File: src/rtl/mem_split_issue.sv
// Memory operand issue stage: splits a line-crossing access into one or two
// line-aligned cache requests with byte masks, stalling upstream while busy.
module mem_split_issue #(
    parameter int unsigned ADDR_WIDTH = 32,
    parameter int unsigned LINE_BITS  = 4
) (
    input  logic                        clk,
    input  logic                        clr,
    input  logic                        flush,
    input  logic                        valid_in,
    input  logic [ADDR_WIDTH-1:0]       mem_addr,
    input  logic [ADDR_WIDTH-1:0]       mem_addr_end,
    input  logic [1:0]                  rw_in,
    input  logic [6:0]                  ptcid_in,
    input  logic                        req_ready,
    output logic                        stall,
    output logic                        req_valid,
    output logic [ADDR_WIDTH-1:0]       req_addr,
    output logic [(1<<LINE_BITS)-1:0]   req_mask,
    output logic [1:0]                  req_rw,
    output logic [6:0]                  req_ptcid,
    output logic                        req_first,
    output logic                        req_last,
    output logic                        span_err
);

    localparam int unsigned LineBytes = 1 << LINE_BITS;
    localparam int unsigned LineWidth = ADDR_WIDTH - LINE_BITS;
    localparam logic [LINE_BITS-1:0] LastByte = '1;
    localparam logic [LineBytes-1:0] AllOnes  = '1;

    typedef enum logic [1:0] {StIdle, StReq0, StReq1} state_e;

    state_e                state_q, state_d;
    logic [ADDR_WIDTH-1:0] sa_q, sa_d, ea_q, ea_d;
    logic [1:0]            rw_q, rw_d;
    logic [6:0]            ptcid_q, ptcid_d;
    logic                  split_q, split_d;
    logic                  span_err_q, span_err_d;

    logic [LineWidth-1:0]  line_diff;
    logic                  in_split, in_bad, accept, take, squash;
    logic [LINE_BITS-1:0]  mask_lo, mask_hi;

    // Modulo line difference so an access wrapping the top of memory is still a legal split.
    assign line_diff = mem_addr_end[ADDR_WIDTH-1:LINE_BITS] - mem_addr[ADDR_WIDTH-1:LINE_BITS];
    assign in_split  = (line_diff == LineWidth'(1));
    assign in_bad    = (line_diff > LineWidth'(1));
    assign squash    = clr | flush;
    assign accept    = (state_q == StIdle) | (req_valid & req_ready & req_last);
    assign take      = valid_in & accept & ~squash;
    assign stall     = valid_in & ~accept & ~squash;
    assign span_err  = span_err_q;

    always_comb begin
        state_d    = state_q;
        sa_d       = sa_q;
        ea_d       = ea_q;
        rw_d       = rw_q;
        ptcid_d    = ptcid_q;
        split_d    = split_q;
        span_err_d = 1'b0;

        unique case (state_q)
            StReq0: if (req_ready) state_d = split_q ? StReq1 : StIdle;
            StReq1: if (req_ready) state_d = StIdle;
            default: state_d = StIdle;
        endcase

        if (take) begin
            if (rw_in == 2'b00) begin
                state_d = StIdle;
            end else if (in_bad) begin
                state_d    = StIdle;
                span_err_d = 1'b1;
            end else begin
                state_d = StReq0;
                sa_d    = mem_addr;
                ea_d    = mem_addr_end;
                rw_d    = rw_in;
                ptcid_d = ptcid_in;
                split_d = in_split;
            end
        end

        if (squash) begin
            state_d    = StIdle;
            sa_d       = '0;
            ea_d       = '0;
            rw_d       = '0;
            ptcid_d    = '0;
            split_d    = 1'b0;
            span_err_d = 1'b0;
        end
    end

    always_ff @(posedge clk) begin
        if (clr) begin
            state_q    <= StIdle;
            sa_q       <= '0;
            ea_q       <= '0;
            rw_q       <= '0;
            ptcid_q    <= '0;
            split_q    <= 1'b0;
            span_err_q <= 1'b0;
        end else begin
            state_q    <= state_d;
            sa_q       <= sa_d;
            ea_q       <= ea_d;
            rw_q       <= rw_d;
            ptcid_q    <= ptcid_d;
            split_q    <= split_d;
            span_err_q <= span_err_d;
        end
    end

    always_comb begin
        req_valid = 1'b0;
        req_addr  = '0;
        req_rw    = '0;
        req_ptcid = '0;
        req_first = 1'b0;
        req_last  = 1'b0;
        mask_lo   = '0;
        mask_hi   = '0;
        req_mask  = '0;
        unique case (state_q)
            StReq0: begin
                req_valid = 1'b1;
                req_addr  = {sa_q[ADDR_WIDTH-1:LINE_BITS], {LINE_BITS{1'b0}}};
                req_rw    = rw_q;
                req_ptcid = ptcid_q;
                req_first = 1'b1;
                req_last  = ~split_q;
                mask_lo   = sa_q[LINE_BITS-1:0];
                mask_hi   = split_q ? LastByte : ea_q[LINE_BITS-1:0];
                req_mask  = (AllOnes << mask_lo) & (AllOnes >> (LastByte - mask_hi));
            end
            StReq1: begin
                req_valid = 1'b1;
                req_addr  = {ea_q[ADDR_WIDTH-1:LINE_BITS], {LINE_BITS{1'b0}}};
                req_rw    = rw_q;
                req_ptcid = ptcid_q;
                req_last  = 1'b1;
                mask_hi   = ea_q[LINE_BITS-1:0];
                req_mask  = AllOnes >> (LastByte - mask_hi);
            end
            default: ;
        endcase
    end

endmodule

File: config.mk
export PLATFORM = sky130hd
export DESIGN_NAME = mem_split_issue
export DESIGN_NICKNAME = d
export VERILOG_FILES = /design/src/rtl/mem_split_issue.sv
export SDC_FILE = /design/constraint.sdc
export NUM_CORES = 1
export LEC_CHECK = 0
export CAP_MARGIN = 20
export CORE_UTILIZATION = 40
export CTS_CLUSTER_DIAMETER = 200
export DETAILED_ROUTE_END_ITERATION = 7
export GPL_ROUTABILITY_DRIVEN = 1
export GPL_TIMING_DRIVEN = 0
export HOLD_SLACK_MARGIN = 0.15
export PLACE_DENSITY = 0.66
export SYNTH_ARGS = -nofsm -noshare
export SYNTH_HDL_FRONTEND = slang
export SYNTH_SLANG_ARGS = --single-unit
File: constraint.sdc
create_clock -name clk -period 5.73 [get_ports clk]
set_input_delay 0.573 -clock clk [delete_from_list [all_inputs] [get_ports clk]]
set_output_delay 0.573 -clock clk [all_outputs]
set_load 0.01 [all_outputs]
==> flow_metrics.py, run 1 <==
metrics = {
    "status": {
        "outcome": "finished, final reports clean",
    },
    "worst_setup_path": {
        "crit_slowest_cell": "sky130_fd_sc_hd__nor4_1",
        "required_ps": 6000,
        "timing.setup.critical_path_class": "input port to flip-flop",
        "cp-start-kind": "input port",
        "critical_path_arrival_ps": 5140,
        "maximum_net_fanout_on_the_critical_path": 10,
        "critical_path.endpoint_type": "flip-flop",
        "critical_path.cell_chain": "clkdlybuf4s50_1 -> inv_1 -> ha_1 -> clkbuf_1 -> nand4_1 -> o211ai_1 -> xor2_1 -> a221oi_1 -> nand4_1 -> a2111o_1 -> nor4_1 -> buf_2 -> buf_2 -> nand3_1 -> a21oi_1",
        "timing.rr.end": "ea_q[1]$_SDFFE_PP0P_",
        "timing.reg2reg.setup_slack_ps": 2230,
        "worst_path_largest_cell_delay_ps": 820,
        "worst_r2r_path_depth": 12,
        "startpoint_of_the_worst_slack_reg_to_reg_timing_path": "state_q[0]$_SDFFE_PP0P_",
    },
    "finish": {
        "finalCoreUtilization": 0.538,
        "flow.area_growth_from_synthesis_pct": 32.0,
        "layout-drive-gt1-share": 0.0459,
        "final_net_count": 1085,
    },
    "cts": {
        "cts_htree_levels": 3,
        "cts_setup_buffers": 0,
        "cts-buffers-inserted": 9,
        "worst_setup_hold_path_clk_slew_ps": 60,
        "ctsResizeCount": 0,
        "cts_hold_buf": 0,
        "cts_num_sinks": 77,
        "tritoncts": "built",
        "clkLatencyLatePin_ps": 340,
        "cts-root-buf": "sky130_fd_sc_hd__clkbuf_16",
        "number_of_buffers_on_the_longest_clock_path": 2,
    },
    "grt": {
        "grt_usage": 0.281,
        "grt_max_degree": 14,
        "grt_most_used_layer": "met2",
        "number_of_antenna_violations_at_the_first_check_in_global_routing": 0,
        "grt_pass1_wl_mm": 32.9,
        "global_route.overflow_total": 0,
        "first_global_vias": 6165,
        "grt.met3_usage": 0.0480,
        "gr-usage-met1": 0.395,
        "groute.layer.met2.usage": 0.448,
    },
    "drt": {
        "ant_nets": 0,
        "route.detailed.vias_per_inst": 5.85,
        "drcViolationCount": 0,
        "routed-via-count": 6824,
        "drt_pass1_iterations": 5,
        "wirelength_mm": 21.2,
        "wl_per_cell_um": 18.2,
        "drt_iter0_markers": 672,
    },
    "yosys": {
        "post_synth_inst_count": 827,
        "syn-mean-instance-area_um2": 7.14,
        "synth_ff_type": "sky130_fd_sc_hd__dfxtp_1",
        "syn_area_um2": 5900,
        "synth_enable_flop_cells": 0,
        "synth_seq_area_share": 0.261,
        "postSynth.asyncResetShare": 0,
        "ys_types": 63,
        "ys_ff_latch": 77,
        "synthesis.yosys.warnings": 0,
    },
    "placed_design": {
        "routabilityCongestion": 0.912,
        "numPortBuffers": 135,
        "detailedPlacementHpwl_mm": 16.4,
    },
    "power_and_ir_drop": {
        "power.static_leakage_uw": 0.00265,
        "worst_ir_drop_vdd_mv": 0.123,
        "power_density_nw_per_um2": 183,
    },
    "hold_path": {
        "hold-path-endpoint": "ptcid_q[2]$_SDFFE_PP0P_",
        "hold_path.startpoint": "ptcid_q[2]$_SDFFE_PP0P_",
        "hold_depth": 2,
        "timing.hold.worst.class": "flip-flop to flip-flop",
    },
    "floorplanning": {
        "die_w_um": 123,
        "die_area_um2": 15200,
        "die_h_um": 123,
        "io_pins": 140,
        "initial_utilization": 0.408,
        "placement_rows": 44,
        "fp.coreArea_um2": 14500,
    },
    "timing": {
        "worst_slew_margin_rel": 0.370,
        "max_slew.worst_pin.slew_ps": 937,
        "timing.fmax_mhz": 205,
        "final-max-slew-violation-count": 0,
        "timing_hold_violations_final": 0,
        "timing.clock.skew_ps": 7.49,
        "grt_setup_unrepaired": "false",
        "finalSetupTns_ps": 0,
        "setup_viol_count_final": 0,
        "period_needed_ps": 4870,
        "post-route-period-util": 0.850,
    },
    "flow_run": {
        "timing.max_cap.violations": 0,
    },
}
[where the power goes]
group | total (µW) | internal, µW | switching, µW
logic | 322 | 135 | 187
registers | 536 | 535 | 0.0940
clock network | 565 | 336 | 228
total | 1420 | 1010 | 416
[routing by layer]
layer,vias up,share of wire
met3,26,0.072
met4,0,0.014
met2,279,0.45
met5,-,0
met1,3203,0.46
li1,3316,-
[cell usage in the layout (no fill, tap or decap), drive strengths merged, types with 7 or more instances in the layout]
master | Yosys | final
dfxtp | 77 | 77
and3 | 10 | 10
a22oi | 29 | 29
and2 | 14 | 14
inv | 40 | 40
nor3 | 15 | 15
a21boi | 12 | 12
a21oi | 115 | 115
clkdlybuf4s50 | 0 | 135
nand2 | 37 | 37
nor2 | 25 | 25
o21ai | 98 | 98
nand4 | 13 | 13
nand3 | 77 | 77
o21a | 7 | 7
clkbuf | 57 | 67
xnor2 | 7 | 7
ha | 30 | 30
a21o | 11 | 11
nor2b | 32 | 32
buf | 25 | 25
[logic make-up after synthesis]
group / Yosys count / synth area share
compound gates: 327 / 0.334
xor+xnor: 11 / 0.0163
fa+ha+maj: 31 / 0.0670
buf+inv: 122 / 0.0850
flops: 77 / 0.261
mux: 5 / 0.00890
other cells: 1 / 0.000635
simple gates: 253 / 0.227
[per-stage QoR]
step | std cells | hold WS, ps | setup slack, ps | total power (µW) | area, µm²
5_1_grt | 1165 | 494 | 701 | 1480 | 7790
3_3_place_gp | 1149 | 454 | 534 | 861 | 7500
6_report | 1166 | 469 | 862 | 1420 | 7790
3_5_place_dp | 1149 | 462 | 692 | 860 | 7500
4_1_cts | 1165 | 469 | 1010 | 1420 | 7790
2_1_floorplan | 830 | 445 | 2050 | 734 | 5910
[worst max path at each step]
stage / endpoint / cells past startpoint / from / slack [ps]
detailed placement: ea_q[5]$_SDFFE_PP0P_ / 15 / mem_addr[18] / 690
CTS: ea_q[5]$_SDFFE_PP0P_ / 15 / mem_addr[18] / 1010
global placement: ea_q[5]$_SDFFE_PP0P_ / 15 / mem_addr[20] / 530
finish: ea_q[5]$_SDFFE_PP0P_ / 15 / mem_addr[20] / 860
global route: ea_q[5]$_SDFFE_PP0P_ / 15 / mem_addr[20] / 700
floorplan: ptcid_q[2]$_SDFFE_PP0P_ / 15 / mem_addr_end[4] / 2050
[critical path, delay by kind of cell]
family,cells,cell delay [ps]
and+or+nand+nor,4,1450
buffers and inverters,5,1620
adders and majority gates,1,270
AOI/OAI and AO/OA,4,1100
xor gates and xnor gates,1,110
[state kept, by name, summed over array words and instances (netlist names)]
| name | cells |
|---|---|
| ea_q | 32 |
| sa_q | 32 |
| ptcid_q | 7 |
| rw_q | 2 |
| state_q | 2 |
| span_err | 1 |
| split_q | 1 |
[cell usage after synthesis, types with 3 or more instances]
cell type,n,area share
sky130_fd_sc_hd__buf_1,6,0.0038
sky130_fd_sc_hd__a21oi_2,3,0.0045
sky130_fd_sc_hd__a21o_1,10,0.013
sky130_fd_sc_hd__nand4_1,13,0.014
sky130_fd_sc_hd__clkbuf_1,56,0.036
sky130_fd_sc_hd__nor4_1,5,0.0053
sky130_fd_sc_hd__or4_1,5,0.0064
sky130_fd_sc_hd__nor2b_1,32,0.034
sky130_fd_sc_hd__a21boi_0,12,0.015
sky130_fd_sc_hd__buf_4,5,0.0064
sky130_fd_sc_hd__a211oi_1,6,0.0076
sky130_fd_sc_hd__o22ai_1,3,0.0032
sky130_fd_sc_hd__o211ai_1,5,0.0064
sky130_fd_sc_hd__ha_1,30,0.064
sky130_fd_sc_hd__a31oi_1,6,0.0064
sky130_fd_sc_hd__inv_1,40,0.025
sky130_fd_sc_hd__mux2i_1,3,0.0051
sky130_fd_sc_hd__nor2_1,25,0.016
sky130_fd_sc_hd__nand3_1,77,0.065
sky130_fd_sc_hd__and2_1,13,0.014
sky130_fd_sc_hd__dfxtp_1,77,0.26
sky130_fd_sc_hd__nand3b_1,3,0.0038
sky130_fd_sc_hd__o21a_1,7,0.0089
sky130_fd_sc_hd__o31ai_1,6,0.0076
sky130_fd_sc_hd__nand2_1,37,0.024
sky130_fd_sc_hd__o21ai_0,96,0.081
sky130_fd_sc_hd__xnor2_1,7,0.010
sky130_fd_sc_hd__xor2_1,4,0.0059
sky130_fd_sc_hd__buf_2,13,0.011
sky130_fd_sc_hd__and3_1,10,0.011
sky130_fd_sc_hd__or3_1,5,0.0053
sky130_fd_sc_hd__o21bai_1,5,0.0064
sky130_fd_sc_hd__a211o_1,5,0.0074
sky130_fd_sc_hd__nand2b_1,6,0.0064
sky130_fd_sc_hd__a21oi_1,112,0.095
sky130_fd_sc_hd__nor3_1,15,0.013
sky130_fd_sc_hd__a22oi_1,29,0.037
[final cells by class]
type,instances,area [µm²]
fill,1432,6690
multi-input combinational,631,3870
sequential,77,1540
timing repair buffer,135,1350
buffer,82,352
tap,184,230
clock buffer,10,229
inverter,40,150
clock inverter,6,63.8
antenna,1,2.50
Note: power is estimated with default switching activity, not from simulation.
==> run 2, diff against run 1 <==
==> constraint.sdc (replaced) <==
create_clock -name clk -period 5 [get_ports clk]
set_input_delay 0.5 -clock clk [delete_from_list [all_inputs] [get_ports clk]]
set_output_delay 0.5 -clock clk [all_outputs]
set_load 0.01 [all_outputs]
==> results of run 2 <==
The final DEF is identical to that of run 1. Status: finished, final reports clean.
Among the figures that moved: setup slack after placement 692 ps -> 35.1 ps; setup slack after layout 862 ps -> 205 ps; register-to-register setup slack 2230 ps -> 1500 ps; total power 1420 µW -> 1630 µW; worst IR drop on VDD 0.123 mV -> 0.140 mV
